### src/rtl/conv_feature_serializer_if.sv
// Output stream of the feature serializer: one IEEE-754 word per beat,
// tagged with feature map, row and column, under valid/ready flow control.
interface conv_feature_serializer_if #(
    parameter int DATA_WIDTH = 32
);
    logic                  o_valid;
    logic                  o_ready;
    logic [DATA_WIDTH-1:0] o_data;
    logic [1:0]            o_feature_idx;
    logic [2:0]            o_row;
    logic [2:0]            o_col;
    logic                  o_last;

    modport master (
        output o_valid,
        output o_data,
        output o_feature_idx,
        output o_row,
        output o_col,
        output o_last,
        input  o_ready
    );

    modport slave (
        input  o_valid,
        input  o_data,
        input  o_feature_idx,
        input  o_row,
        input  o_col,
        input  o_last,
        output o_ready
    );
endinterface

### src/rtl/conv_feature_serializer.sv
// Captures completed feature rows from the kernel array, applies optional
// ReLU, buffers them in a two-entry ping-pong store and streams them out one
// word per beat. Lane 0 of the parallel bus sits in the MSBs.
module conv_feature_serializer #(
    parameter int ARRAY_SIZE = 6,
    parameter int DATA_WIDTH = 32,
    parameter int ROWS       = 6,
    parameter int FEATURES   = 4,
    parameter int RELU_EN    = 1
) (
    input  logic                           clk,
    input  logic                           rst_n,   // synchronous, active-high
    input  logic                           kernel_calc_fin,
    input  logic [1:0]                     feature_idx,
    input  logic [2:0]                     feature_row,
    input  logic [ARRAY_SIZE*DATA_WIDTH-1:0] feature_in,
    conv_feature_serializer_if.master      out_if,
    output logic                           overflow,
    output logic [1:0]                     buf_count
);
    localparam int         ROW_W     = ARRAY_SIZE * DATA_WIDTH;
    localparam logic [2:0] LAST_COL  = 3'(ARRAY_SIZE - 1);
    localparam logic [2:0] LAST_ROW  = 3'(ROWS - 1);
    localparam logic [1:0] LAST_FEAT = 2'(FEATURES - 1);

    // Zero every lane whose sign bit is set (covers -0 and negative NaN).
    function automatic logic [ROW_W-1:0] relu_row(input logic [ROW_W-1:0] row);
        logic [ROW_W-1:0] res;
        res = row;
        for (int i = 0; i < ARRAY_SIZE; i++) begin
            if (row[i*DATA_WIDTH + DATA_WIDTH - 1]) begin
                res[i*DATA_WIDTH +: DATA_WIDTH] = {DATA_WIDTH{1'b0}};
            end else begin
                res[i*DATA_WIDTH +: DATA_WIDTH] = row[i*DATA_WIDTH +: DATA_WIDTH];
            end
        end
        return res;
    endfunction

    logic             fin_prev_q, fin_prev_d;
    logic [ROW_W-1:0] data_q [2];
    logic [ROW_W-1:0] data_d [2];
    logic [1:0]       idx_q  [2];
    logic [1:0]       idx_d  [2];
    logic [2:0]       row_q  [2];
    logic [2:0]       row_d  [2];
    logic             wr_ptr_q, wr_ptr_d;
    logic             rd_ptr_q, rd_ptr_d;
    logic [1:0]       count_q, count_d;
    logic [2:0]       col_q, col_d;
    logic             overflow_q, overflow_d;

    logic             cap_s, valid_s, hs_s, last_beat_s, wr_en_s, drop_s;
    logic [ROW_W-1:0] capt_row_s;
    logic [ROW_W-1:0] head_s;
    logic [DATA_WIDTH-1:0] lane_s;

    // Edge detect, handshake and buffer-admission decisions.
    always_comb begin
        cap_s       = kernel_calc_fin & ~fin_prev_q;
        valid_s     = (count_q != 2'd0);
        hs_s        = valid_s & out_if.o_ready;
        last_beat_s = hs_s & (col_q == LAST_COL);
        // A full buffer still admits a row when its head is freed this cycle.
        wr_en_s     = cap_s & ((count_q != 2'd2) | last_beat_s);
        drop_s      = cap_s & ~wr_en_s;
        capt_row_s  = (RELU_EN != 0) ? relu_row(feature_in) : feature_in;
    end

    // Next-state computation for the store, pointers, column and flags.
    always_comb begin
        fin_prev_d = kernel_calc_fin;
        data_d     = data_q;
        idx_d      = idx_q;
        row_d      = row_q;
        wr_ptr_d   = wr_ptr_q;
        rd_ptr_d   = rd_ptr_q;
        count_d    = count_q;
        col_d      = col_q;
        overflow_d = overflow_q | drop_s;

        if (wr_en_s) begin
            data_d[wr_ptr_q] = capt_row_s;
            idx_d[wr_ptr_q]  = feature_idx;
            row_d[wr_ptr_q]  = feature_row;
            wr_ptr_d         = ~wr_ptr_q;
        end else begin
            wr_ptr_d = wr_ptr_q;
        end

        if (hs_s) begin
            col_d = last_beat_s ? 3'd0 : (col_q + 3'd1);
        end else begin
            col_d = col_q;
        end

        if (last_beat_s) begin
            rd_ptr_d = ~rd_ptr_q;
        end else begin
            rd_ptr_d = rd_ptr_q;
        end

        case ({wr_en_s, last_beat_s})
            2'b10:   count_d = count_q + 2'd1;
            2'b01:   count_d = count_q - 2'd1;
            default: count_d = count_q;
        endcase
    end

    // State registers with synchronous reset.
    always_ff @(posedge clk) begin
        if (rst_n) begin
            fin_prev_q <= 1'b0;
            data_q[0]  <= {ROW_W{1'b0}};
            data_q[1]  <= {ROW_W{1'b0}};
            idx_q[0]   <= 2'd0;
            idx_q[1]   <= 2'd0;
            row_q[0]   <= 3'd0;
            row_q[1]   <= 3'd0;
            wr_ptr_q   <= 1'b0;
            rd_ptr_q   <= 1'b0;
            count_q    <= 2'd0;
            col_q      <= 3'd0;
            overflow_q <= 1'b0;
        end else begin
            fin_prev_q <= fin_prev_d;
            data_q     <= data_d;
            idx_q      <= idx_d;
            row_q      <= row_d;
            wr_ptr_q   <= wr_ptr_d;
            rd_ptr_q   <= rd_ptr_d;
            count_q    <= count_d;
            col_q      <= col_d;
            overflow_q <= overflow_d;
        end
    end

    // Select lane col of the head entry; driven purely from registers so it
    // holds steady while the consumer stalls.
    always_comb begin
        head_s = data_q[rd_ptr_q];
        lane_s = {DATA_WIDTH{1'b0}};
        for (int i = 0; i < ARRAY_SIZE; i++) begin
            lane_s = (col_q == 3'(i)) ? head_s[(ARRAY_SIZE-1-i)*DATA_WIDTH +: DATA_WIDTH] : lane_s;
        end
    end

    // Drive the stream and status outputs.
    always_comb begin
        out_if.o_valid       = valid_s;
        out_if.o_data        = lane_s;
        out_if.o_feature_idx = idx_q[rd_ptr_q];
        out_if.o_row         = row_q[rd_ptr_q];
        out_if.o_col         = col_q;
        out_if.o_last        = valid_s & (idx_q[rd_ptr_q] == LAST_FEAT) &
                               (row_q[rd_ptr_q] == LAST_ROW) & (col_q == LAST_COL);
        overflow             = overflow_q;
        buf_count            = count_q;
    end
endmodule

### src/flat_wrapper.sv
// flat-port wrapper written by rule: the top's interface ports become plain ports
module conv_feature_serializer_flat 
#(
    parameter int ARRAY_SIZE = 6,
    parameter int DATA_WIDTH = 32,
    parameter int ROWS       = 6,
    parameter int FEATURES   = 4,
    parameter int RELU_EN    = 1
)
  (clk, rst_n, kernel_calc_fin, feature_idx, feature_row, feature_in, overflow, buf_count, out_if_o_valid, out_if_o_data, out_if_o_feature_idx, out_if_o_row, out_if_o_col, out_if_o_last, out_if_o_ready);
  conv_feature_serializer_if #(.DATA_WIDTH(DATA_WIDTH)) out_if_i ();
  input  logic clk;
  input  logic rst_n;
  input  logic kernel_calc_fin;
  input  logic [1:0] feature_idx;
  input  logic [2:0] feature_row;
  input  logic [ARRAY_SIZE*DATA_WIDTH-1:0] feature_in;
  output logic overflow;
  output logic [1:0] buf_count;
  output wire logic [$bits(out_if_i.o_valid)-1:0] out_if_o_valid;
  output wire logic [$bits(out_if_i.o_data)-1:0] out_if_o_data;
  output wire logic [$bits(out_if_i.o_feature_idx)-1:0] out_if_o_feature_idx;
  output wire logic [$bits(out_if_i.o_row)-1:0] out_if_o_row;
  output wire logic [$bits(out_if_i.o_col)-1:0] out_if_o_col;
  output wire logic [$bits(out_if_i.o_last)-1:0] out_if_o_last;
  input wire logic [$bits(out_if_i.o_ready)-1:0] out_if_o_ready;
  assign out_if_o_valid = out_if_i.o_valid;
  assign out_if_o_data = out_if_i.o_data;
  assign out_if_o_feature_idx = out_if_i.o_feature_idx;
  assign out_if_o_row = out_if_i.o_row;
  assign out_if_o_col = out_if_i.o_col;
  assign out_if_o_last = out_if_i.o_last;
  assign out_if_i.o_ready = out_if_o_ready;
  conv_feature_serializer #(.ARRAY_SIZE(ARRAY_SIZE), .DATA_WIDTH(DATA_WIDTH), .ROWS(ROWS), .FEATURES(FEATURES), .RELU_EN(RELU_EN)) u_core (.clk(clk), .rst_n(rst_n), .kernel_calc_fin(kernel_calc_fin), .feature_idx(feature_idx), .feature_row(feature_row), .feature_in(feature_in), .out_if(out_if_i), .overflow(overflow), .buf_count(buf_count));
endmodule
### config.mk
export PLATFORM = sky130hd
export DESIGN_NAME = conv_feature_serializer_flat
export DESIGN_NICKNAME = d
export VERILOG_FILES = /design/src/rtl/conv_feature_serializer_if.sv /design/src/rtl/conv_feature_serializer.sv /design/src/flat_wrapper.sv
export SDC_FILE = /design/constraint.sdc
export NUM_CORES = 1
export LEC_CHECK = 0
export CORE_ASPECT_RATIO = 1.1
export CORE_MARGIN = 2
export CORE_UTILIZATION = 30
export CTS_CLUSTER_DIAMETER = 60
export CTS_CLUSTER_SIZE = 20
export DETAILED_ROUTE_END_ITERATION = 16
export DONT_BUFFER_PORTS = 1
export HOLD_SLACK_MARGIN = 0.12
export PLACE_DENSITY = 0.54
export SKIP_CTS_REPAIR_TIMING = 1
export SLEW_MARGIN = 10
export SYNTH_ARGS = -nofsm -noshare
export SYNTH_HDL_FRONTEND = slang
export SYNTH_SLANG_ARGS = --single-unit
### constraint.sdc
create_clock -name clk -period 2.1 [get_ports clk]
set_clock_uncertainty 0.05 [all_clocks]
set_input_delay 0.525 -clock clk [delete_from_list [all_inputs] [get_ports clk]]
set_output_delay 0.525 -clock clk [all_outputs]
set_load 0.01 [all_outputs]
==> reports/metrics.yaml <==
clock_network:
  clock_insertion_delay_worst_skew_ps: 570
  cts_root_buffer: "clkbuf_16"
  cts-buffers-inserted: 36
  clock_path_buffers: 3
  cts_htree_levels: 2
  clkTransAtPathRegs_ps: 80
  cts_tree: "built"
  clock_sink_count: 391
layout:
  flow.area_growth_from_synthesis_pct: 33.5
  most-common-layout-cells: "nand2_1 (750), dfxtp_1 (388), a21oi_1 (372)"
  nNetsFinal: 2733
  post-route-cell-area_um2: 24600
  final.fill_count: 6072
  finish.utilization: 0.404
  drive_above_1_share: 0.257
  layout.cells.most_common: "nand2_1"
outcome:
  violations: "setup timing"
  run_status: "finished with violations"
floorplanning:
  rows: 95
  die_h_um: 264
  count_of_boundary_i_o_pins: 246
  floorplan.initialDensity: 0.302
  chipWidth_um: 240
  coreArea_um2: 61000
  dieArea_um2: 63500
logic_synthesis:
  synthCells: 2363
  post_synth_edffs: 0
  synth_area_per_cell_um2: 7.80
  synthesis.area_um2: 18400
  synth-warning-count: 0
  synthFlopType: "dfxtp_1"
  yosysUniqueCellTypes: 41
  syn-num-nets: 2570
  synth-async-reset-ratio: 0
  ffs_latches_synth: 391
  synth_sequential_area_ratio: 0.425
global_route:
  grt_max_degree: 392
  grt-ovfl-total: 0
  grt_pass1_vias: 15800
  antenna_violations_before_repair: 23
  grt_pass1_wl_um: 97200
  grt_use_total: 0.202
route:
  drt.antenna.violating_nets: 0
  drt_pre_antenna_iters: 5
  num_vias: 17300
  drc: 0
  detail_route.wl_per_cell_um: 21.3
  route.detailed.vias_per_inst: 5.09
  initialDrtViolationCount: 1454
  totalWireLength_um: 72200
critical_path:
  path_class: "reg -> out"
  crit_start: "u_core.out_if.o_col[1]"
  timing.rr.start: "u_core.out_if.o_col[1]"
  timing.critical_path.fanout_max: 6
  worstPathArrival_ps: 2460
  worstPathRequired_ps: 1520
  startpoint_type: "register"
  end_kind: "output port"
timing:
  drv_slew: 0
  final_hold_vio_count: 0
  rsz_0062_raised_after_global_routing: "yes"
  slew_headroom: 0.339
  final_min_period_over_clock_period: 1.44
  fin_ws_ps: -931
  max_freq_ghz: 0.330
  timing.setup.tns_ps: -38190
  period_minus_slack_ps: 3030
  worstMarginPinSlew_ps: 989
  setup_viol: 189
placement:
  buffer_ports.inserted: 0
  place_ws_ps: -724
  placed_area_um2: 20800
  gp_routability_congestion: 0.848
  place.detailed.hpwl_um: 47600
flow_run:
  number_of_max_capacitance_violations_reported: 0
worst_hold_path:
  min-delay-path-class: "in -> reg"
  hp-start: "feature_in[31]"
pwr:
  powerDensity_nw_per_um2: 707
  peakVddDrop_mv: 0.565
  leakage_nw: 8.17
  fin_total_pwr_w: 0.0174
worst max-delay path: stages (launching register included):
cell      delay [ps]
dfxtp_2          360
inv_4             60
ha_4             180
or3b_4           510
buf_8            180
o22ai_4          190
o21ai_2          100
o221ai_2         120
buf_4            190
sequential cells by signal (all words and copies together), names as in the netlist:
signal / cells
u_core.wr_ptr_q: 1
u_core.overflow: 1
u_core.data_q: 372
u_core.out_if.o_col: 3
u_core.rd_ptr_q: 1
u_core.buf_count: 2
u_core.idx_q: 4
u_core.row_q: 6
u_core.fin_prev_q: 1
cells by family (layout without fill, tap and decap cells):
logic type                 count (synthesis)  after routing  synth area share
AOI/OAI and AO/OA                        579            579             0.171
muxes                                    191            191             0.108
DFF                                      391            391             0.425
other                                      1             12          0.000203
xor gates and xnor gates                   3              3           0.00143
and+or+nand+nor                          984            986             0.230
adders and majority gates                  6              6           0.00407
buffers and inverters                    208            396            0.0602
final timing paths:
| check | to | slack [ps] | depth (start not counted) |
|---|---|---|---|
| worst min register to register | u_core.data_q[81] | 410 | 2 |
| worst max-delay path | out_if_o_data[4] | -930 | 8 |
| worst min-delay path | u_core.data_q[221] | 90 | 3 |
| worst max register to register | u_core.data_q[88] | -140 | 12 |
metrics by stage:
| step | std cells | hold WS, ps |
|---|---|---|
| final | 3388 | 88.1 |
| after global routing | 3382 | 43.4 |
| after CTS | 3303 | 11.9 |
| after detailed placement | 3238 | 396 |
| after global placement | 3238 | 389 |
| after floorplan | 2363 | 383 |
report_power, final:
group / internal (W) / leakage, nW / total [W] / switching (W)
sequential: 0.00764 / 3.17 / 0.00777 / 0.000133
combinational: 0.00100 / 4.37 / 0.00237 / 0.00137
clock: 0.00381 / 0.623 / 0.00725 / 0.00345
routing by layer:
| metal | routed length, µm | part of all wire | global-route usage |
|---|---|---|---|
| met5 | 46 | 0.00064 | 0 |
| met4 | 2410 | 0.033 | 0.0735 |
| met3 | 5720 | 0.079 | 0.0475 |
| met2 | 35400 | 0.49 | 0.340 |
| met1 | 28600 | 0.40 | 0.249 |
cell usage after synthesis, types with 4 or more instances:
cell	count	area share
dfxtp_1	391	0.42
buf_6	15	0.0092
nor2_1	6	0.0012
buf_2	68	0.018
clkbuf_1	92	0.019
nor2b_1	191	0.065
buf_8	5	0.0041
o21ai_0	65	0.018
buf_1	4	0.00081
inv_1	4	0.00081
o221ai_1	30	0.014
mux2_2	67	0.041
nand2_1	768	0.16
o22ai_1	30	0.010
ha_1	6	0.0041
a21oi_2	20	0.0095
a21oi_1	428	0.12
buf_4	20	0.0081
mux2i_1	124	0.067
cell type report:
class	count	area, µm²	share of cell area
diodes	11	27.5	0.00112
clock buffers	41	982	0.0399
clock inverters	24	313	0.0127
inverters	4	20.0	0.000813
multi-input cells	1766	10800	0.437
flip-flops and latches	391	7840	0.318
well taps	824	1030	0.0419
repair buffers	327	3640	0.148
Note: power is estimated with default switching activity, not from simulation.
